### src/rtl/sipo_pkg.sv
// Shared definitions for the SIPO framer: shift-direction encodings and the
// helper that sizes the bit counter from the frame width.
package sipo_pkg;

  localparam logic SIPO_DIR_RIGHT = 1'b0;
  localparam logic SIPO_DIR_LEFT  = 1'b1;

  // Counter width able to hold 0..width-1, never narrower than one bit.
  function automatic int sipo_cnt_w(input int width);
    return (width <= 2) ? 1 : $clog2(width);
  endfunction

endpackage

### src/rtl/sipo_shift_core.sv
// Serial shift engine: shift register, bit counter and per-frame direction
// latch. Flags the edge that completes a frame and presents the full word.
module sipo_shift_core
  import sipo_pkg::*;
#(
  parameter int WIDTH = 8,
  parameter int CNT_W = sipo_cnt_w(WIDTH)
) (
  input  logic             clk,
  input  logic             rst,
  input  logic             direction,
  input  logic             din,
  input  logic             din_valid,
  output logic [CNT_W-1:0] bit_cnt,
  output logic             frame_done,
  output logic [WIDTH-1:0] frame_word
);

  logic [WIDTH-1:0] r_sreg;
  logic [CNT_W-1:0] r_cnt;
  logic             r_dir;

  logic             w_first;
  logic             w_dir;
  logic             w_last;
  logic [WIDTH-1:0] w_next;

  // The first bit of a frame already shifts with the freshly sampled direction.
  always_comb begin
    w_first = (r_cnt == '0);
    w_dir   = w_first ? direction : r_dir;
    w_last  = din_valid && (r_cnt == CNT_W'(WIDTH - 1));
    if (w_dir == SIPO_DIR_LEFT) begin
      w_next = {r_sreg[WIDTH-2:0], din};
    end else begin
      w_next = {din, r_sreg[WIDTH-1:1]};
    end
  end

  always_ff @(posedge clk) begin
    if (rst) begin
      r_sreg <= '0;
      r_cnt  <= '0;
      r_dir  <= SIPO_DIR_LEFT;
    end else if (din_valid) begin
      r_sreg <= w_next;
      if (w_first) begin
        r_dir <= direction;
      end
      r_cnt <= w_last ? '0 : r_cnt + CNT_W'(1);
    end
  end

  assign bit_cnt    = r_cnt;
  assign frame_done = w_last;
  assign frame_word = w_next;

endmodule

### src/rtl/sipo_framer.sv
// Deserialiser top: wraps the shift core with a one-word holding register,
// a valid/ready output handshake and a sticky overrun flag for dropped frames.
module sipo_framer
  import sipo_pkg::*;
#(
  parameter int WIDTH = 8,
  parameter int CNT_W = sipo_cnt_w(WIDTH)
) (
  input  logic             clk,
  input  logic             rst,
  input  logic             direction,
  input  logic             din,
  input  logic             din_valid,
  output logic [WIDTH-1:0] dout,
  output logic             dout_valid,
  input  logic             dout_ready,
  output logic [CNT_W-1:0] bit_cnt,
  output logic             overrun
);

  logic             w_frame_done;
  logic [WIDTH-1:0] w_frame_word;

  logic [WIDTH-1:0] r_dout;
  logic             r_dout_valid;
  logic             r_overrun;

  sipo_shift_core #(
    .WIDTH(WIDTH),
    .CNT_W(CNT_W)
  ) u_core (
    .clk       (clk),
    .rst       (rst),
    .direction (direction),
    .din       (din),
    .din_valid (din_valid),
    .bit_cnt   (bit_cnt),
    .frame_done(w_frame_done),
    .frame_word(w_frame_word)
  );

  // A completed word may only land when the holding slot is empty or is
  // being consumed on this same edge; otherwise it is dropped and flagged.
  always_ff @(posedge clk) begin
    if (rst) begin
      r_dout       <= '0;
      r_dout_valid <= 1'b0;
      r_overrun    <= 1'b0;
    end else if (w_frame_done) begin
      if (!r_dout_valid || dout_ready) begin
        r_dout       <= w_frame_word;
        r_dout_valid <= 1'b1;
      end else begin
        r_overrun <= 1'b1;
      end
    end else if (r_dout_valid && dout_ready) begin
      r_dout_valid <= 1'b0;
    end
  end

  assign dout       = r_dout;
  assign dout_valid = r_dout_valid;
  assign overrun    = r_overrun;

endmodule
### config.mk
export PLATFORM = sky130hd
export DESIGN_NAME = sipo_framer
export DESIGN_NICKNAME = d
export VERILOG_FILES = /design/src/rtl/sipo_pkg.sv /design/src/rtl/sipo_shift_core.sv /design/src/rtl/sipo_framer.sv
export SDC_FILE = /design/constraint.sdc
export NUM_CORES = 1
export LEC_CHECK = 0
export CORE_MARGIN = 1.5
export CORE_UTILIZATION = 40
export CTS_CLUSTER_SIZE = 25
export DETAILED_ROUTE_END_ITERATION = 7
export MAX_ROUTING_LAYER = met4
export PLACE_DENSITY = 0.69
export SETUP_SLACK_MARGIN = 0.15
export SLEW_MARGIN = 20
export SYNTH_ARGS = -nofsm -noshare
export SYNTH_HDL_FRONTEND = slang
export SYNTH_HIERARCHICAL = 1
export SYNTH_SLANG_ARGS = --single-unit
### constraint.sdc
create_clock -name clk -period 1.65 [get_ports clk]
set_input_delay 0.165 -clock clk [delete_from_list [all_inputs] [get_ports clk]]
set_output_delay 0.165 -clock clk [all_outputs]
set_load 0.05 [all_outputs]
======== Word-level counts from Yosys, hierarchy flattened ========
Cells that the tools add are included.
operators by class
  bitwise gates (word level) .............. 1
  multiplexer cells ....................... 6
  reductions and logical operators ........ 9
  $add $sub $neg .......................... 1
  equality and inequality tests ........... 2
operators with widths
  operator             number
  $mux 8               1
  $reduce_and 2->1     3
  $mux 1               4
  $add 3x1->3 const B  1
  $eq 3x3->1 const B   1
  $logic_not 3->1      1
  $mux 3               1
  $logic_and 1x1->1    2
  $ne 2x2->1 const B   1
  $reduce_bool 2->1    1
  $logic_not 1->1      1
  $logic_or 1x1->1     1
  $not 1->1            1
storage, ports and cells
  flip-flop bits (word level) ............. 22
  output and inout bits ................... 13
  input port bits ......................... 6

======== Longest topological paths before layout ========
  depth in word-level cells ............... 4
  gate-level depth with buffers ........... 9
  depth with buffers taken out ............ 7

======== Modules after synthesis ========
The synthesis kept the hierarchy.
modules (own cells, without submodules)
  module           area an instance (µm²)  cells each  sequential area each (µm²)  times used
  sipo_shift_core  735.7                   80          240.2                       1
  sipo_framer      435.4                   42          200.2                       1

======== Worst setup path before layout ========
Ideal clock, no wire load.
  kind .................................... reg2reg
  start point ............................. register u_core.r_cnt[0] (netlist: u_core/bit_cnt[0])
  end point ............................... register r_dout[7] (netlist: dout[7])
  library setup time ...................... 119 ps
  arrival ................................. 2,011 ps
  cell stages (with the launch flop) ...... 9
  setup slack ............................. -480 ps
  required time ........................... 1,531 ps
  path through ............................ dfxtp_1 > inv_1 > ha_1 > and3b_1 > buf_6 > a21oi_1 > mux2_2 > nand2b_1 > mux2i_1
between the ends
  cells in the longest elaborated chain, start to end .. 3
  elaborated cells between the ends (all ways) .. 6
  those cells by class .................... eq/ne (1); mux (2); reduce/logical (3)
ends and longest elaborated chain
  item                       line                   text
  start, declared            sipo_shift_core.sv:20  logic [CNT_W-1:0] r_cnt;
  start signal, assigned     sipo_shift_core.sv:50  r_cnt <= w_last ? '0 : r_cnt + CNT_W'(1);
  $logic_not 3->1            sipo_shift_core.sv:30  w_first = (r_cnt == '0);
  $mux 1                     --
  $mux 8                     sipo_shift_core.sv:33  if (w_dir == SIPO_DIR_LEFT) begin
  named net w_frame_word[7]  sipo_framer.sv:22      logic [WIDTH-1:0] w_frame_word;
  end signal, assigned       sipo_framer.sv:51      r_dout <= w_frame_word;
  end, declared              sipo_framer.sv:24      logic [WIDTH-1:0] r_dout;
The timed path passes the listed nets, and every way through them passes these cells.
A chain may end at the register's enable or synchronous reset.

======== Final worst setup path ========
  start point ............................. register u_core.r_cnt[0] (netlist: u_core/bit_cnt[0])
  end point ............................... register u_core.r_sreg[7]
between the ends
  cells in the longest elaborated chain, start to end .. 3
ends and longest elaborated chain
  item                  line                   text
  $logic_not 3->1       sipo_shift_core.sv:30
  $mux 1                --
  $mux 8                sipo_shift_core.sv:33
  end signal, assigned  sipo_shift_core.sv:46  r_sreg <= w_next;
  end, declared         sipo_shift_core.sv:19  logic [WIDTH-1:0] r_sreg;
Every way passes these cells.

==> flow_summary_export.csv <==
group,metric,value,unit
yosys,synth-simple-area-share,0.205,
route,totalWireLength,2880,µm
route,detail_route.iter0.violations,21,
cts,insertion_delay,0.32,ns
yosys,ys_warn_count,6,
sta,min_period,1.62,ns
sta,rsz0062_at_grt,"true",
layout,final_cells,183,
worst_setup_path,crit_slowest_cell,"dfxtp_4",
worst_setup_path,cpPeakStageDelay,0.37,ns
pwr,finalPower,1.45,mW
layout,final_cell_area,0.00182,mm²
yosys,netlist_area,0.00117,mm²
sta,drv_slew,0,
cts,clk_pin_slew,0.13,ns
layout,area_delta_synth_final,55.4,%
pwr,power.density,799,mW/mm²
global_routing,gr-total-overflow,0,
yosys,synthCells,122,
worst_setup_path,crit_chain,"inv_2, ha_4, and3b_2, a21o_4, buf_8, a2111oi_1",
placement,gp_congestion,0.844,
placement,post_dp_cell_area,0.00141,mm²
yosys,synth_area_leaders,"dfxtp_1 38%, nand2b_1 9.1%, a2111oi_0 8.2%",
yosys,synth_fp_nets,131,
yosys,synth_most_common_cell,"dfxtp_1",
cts,holdBufCountCts,0,
worst_setup_path,crit_arrival,1.85,ns
yosys,synth_fa_ha_area_frac,0.0321,
worst_setup_path,crit_type,"reg -> reg",
cts,clockRootBuffer,"clkbuf_4",
floorplan,initial_core_util,0.425,
cts,clock_sinks,22,
sta,hold_violations,0,
yosys,ys_types,25,
floorplan,dieWidth,57.1,µm
yosys,ys_ff_latch,22,
yosys,avgSynthCellArea,9.60,µm²
route,wl_per_cell,15.7,µm
sta,max_slew_margin,0.671,
floorplan,row_count,19,
route,antenna_left,0,
placement,io_buffers,18,
layout,antenna_cells,0,
yosys,synth_common_cells,"22 x dfxtp_1, 19 x nor2_1, 17 x nand2b_1",
global_routing,grtUsageTotal,0.191,
worst_setup_path,worstSetupStartpointType,"register",
cts,cts_tree,"done",
sta,min_period_over_period,0.983,
route,drc,0,
yosys,synth_edf_count,0,
run_status,outcome,"complete, no violations",
placement,dp.cells,173,
worst_hold_path,hp-class,"reg -> reg",
route,vias,1032,
yosys,synth_compound_area_frac,0.169,
yosys,synth_top_area_frac,0.376,
floorplan,die_h,57.1,µm
cts,htreeDepth,1,
layout,fin_nets,162,
floorplan,ios,19,
cts,cts_buffers,3,
global_routing,grt_pass1_wl,4760,µm
global_routing,antenna_found_initial,0,
worst_setup_path,worst_setup_path_end_kind,"register",
pwr,p_leak,0.669,nW
global_routing,grt_max_degree,31,
floorplan,die_area,0.00326,mm²
yosys,synth_top_cell_by_area,"dfxtp_1",
worst_setup_path,cp_max_fo,6,
sta,fin_skew,0.00331,ns
route,viasPerCell,5.64,
yosys,muxShareOfSynthArea,0.154,
yosys,ys_seq_area_frac,0.376,
flow_run,cap_violations,0,
floorplan,coreArea,0.00276,mm²
yosys,synthFlopType,"dfxtp_1",
worst_setup_path,worst-endpoint-required,1.87,ns
yosys,async_flop_share,0,
layout,layout-drive-gt1-share,0.434,
global_routing,grt_pass1_vias,1019,
cts,clockBufferDepth,2,
sta,fmax,616,MHz
route,drtPass1Iterations,4,
sta,max_slew.worst_pin.slew,0.495,ns
yosys,synth_top_family_by_area,"simple AND/OR/NAND/NOR gates",
sta,setup_violations,0,
placement,dp_hpwl,1760,µm
yosys,synth_xor_area_frac,0,
pwr,max-vdd-ir-drop,483,µV
[path summary, 6_finish.rpt]
| kind | from | endpoint | slack, ns | depth (start not counted) |
|---|---|---|---|---|
| worst min register to register | dout[3] | dout[3] | 0.48 | 2 |
| worst min-delay path | dout[3] | dout[3] | 0.48 | 2 |
| worst max-delay path | u_core/bit_cnt[0] | u_core/r_sreg[7] | 0.03 | 6 |
| worst max register to register | u_core/bit_cnt[0] | u_core/r_sreg[7] | 0.03 | 6 |
[sequential cells by signal, indices dropped and copies added, names as in the netlist]
name,flops
dout,8
dout_valid,1
overrun,1
u_core/bit_cnt,3
u_core/r_dir,1
u_core/r_sreg,8
[cells by family (layout without fill, tap and decap cells)]
kind of cell / after synthesis / count (layout)
buffers and inverters: 13 / 43
AOI/OAI and AO/OA: 23 / 23
muxes: 17 / 17
DFF: 22 / 22
and+or+nand+nor: 44 / 44
adders and majority gates: 3 / 3
[report_power, final]
group	switching (mW)	internal (mW)	total (mW)	leakage, nW
sequential	0.0527	0.557	0.610	0.181
combinational	0.207	0.215	0.422	0.459
clock	0.176	0.246	0.422	0.0279
[metrics by stage]
stage | setup TNS, ns | util | setup WS (ns) | hold slack, ns
after floorplan | -0.510 | - | -0.0845 | 0.248
after global placement | -0.220 | 0.511 | -0.0315 | 0.451
after detailed placement | -0.389 | 0.511 | -0.0858 | 0.467
after CTS | 0 | 0.640 | 0.0420 | 0.487
after global routing | -0.149 | 0.660 | -0.0247 | 0.508
final | 0 | 0.660 | 0.0274 | 0.480
[cells in the final DEF (no fill, tap or decap), types with 2 or more instances in the layout]
cell type and n:
mux2i_1 9, clkbuf_4 3, dfxtp_4 2, clkdlybuf4s50_1 5, dfxtp_1 18, a2111oi_4 12, nor2b_4 2, dfxtp_2 2
buf_6 3, nand2b_1 17, nor2_1 19, mux2_2 3, mux2_4 5, buf_4 19, a21oi_1 2, inv_1 2
dlygate4sd2_1 6
[cell type report]
cell class / count / area, µm²
multi-input cells: 87 / 947
fillers: 204 / 937
flip-flops and latches: 22 / 450
repair buffers: 35 / 314
well taps: 31 / 38.8
clock inverters: 1 / 30.0
clock buffers: 3 / 22.5
inverters: 4 / 17.5
[worst max-delay path, delay by kind of cell (launching register included)]
family	cells	cell delay, ns
buf+inv	2	0.19
flops	1	0.37
simple gates	1	0.26
compound gates	2	0.54
fa+ha+maj	1	0.15
[metal layers]
layer  up-vias  global-route usage  part of all wire
met4         0              0.0631             0.010
met5         -                   -                 0
li1        499                   -                 -
met3         2              0.0249             0.023
met1       513               0.227              0.44
met2        18               0.332              0.53
[what timing repair did]
action / in CTS / in global routing
cloned: 0 / 0
endpoints found under the setup margin: 23 / 20
endpoints found under the hold margin: 0 / 0
buffers inserted: 6 / 0
gates resized for setup: 50 / 11
pin swaps: 5 / 0
Note: power is estimated with default switching activity, not from simulation.
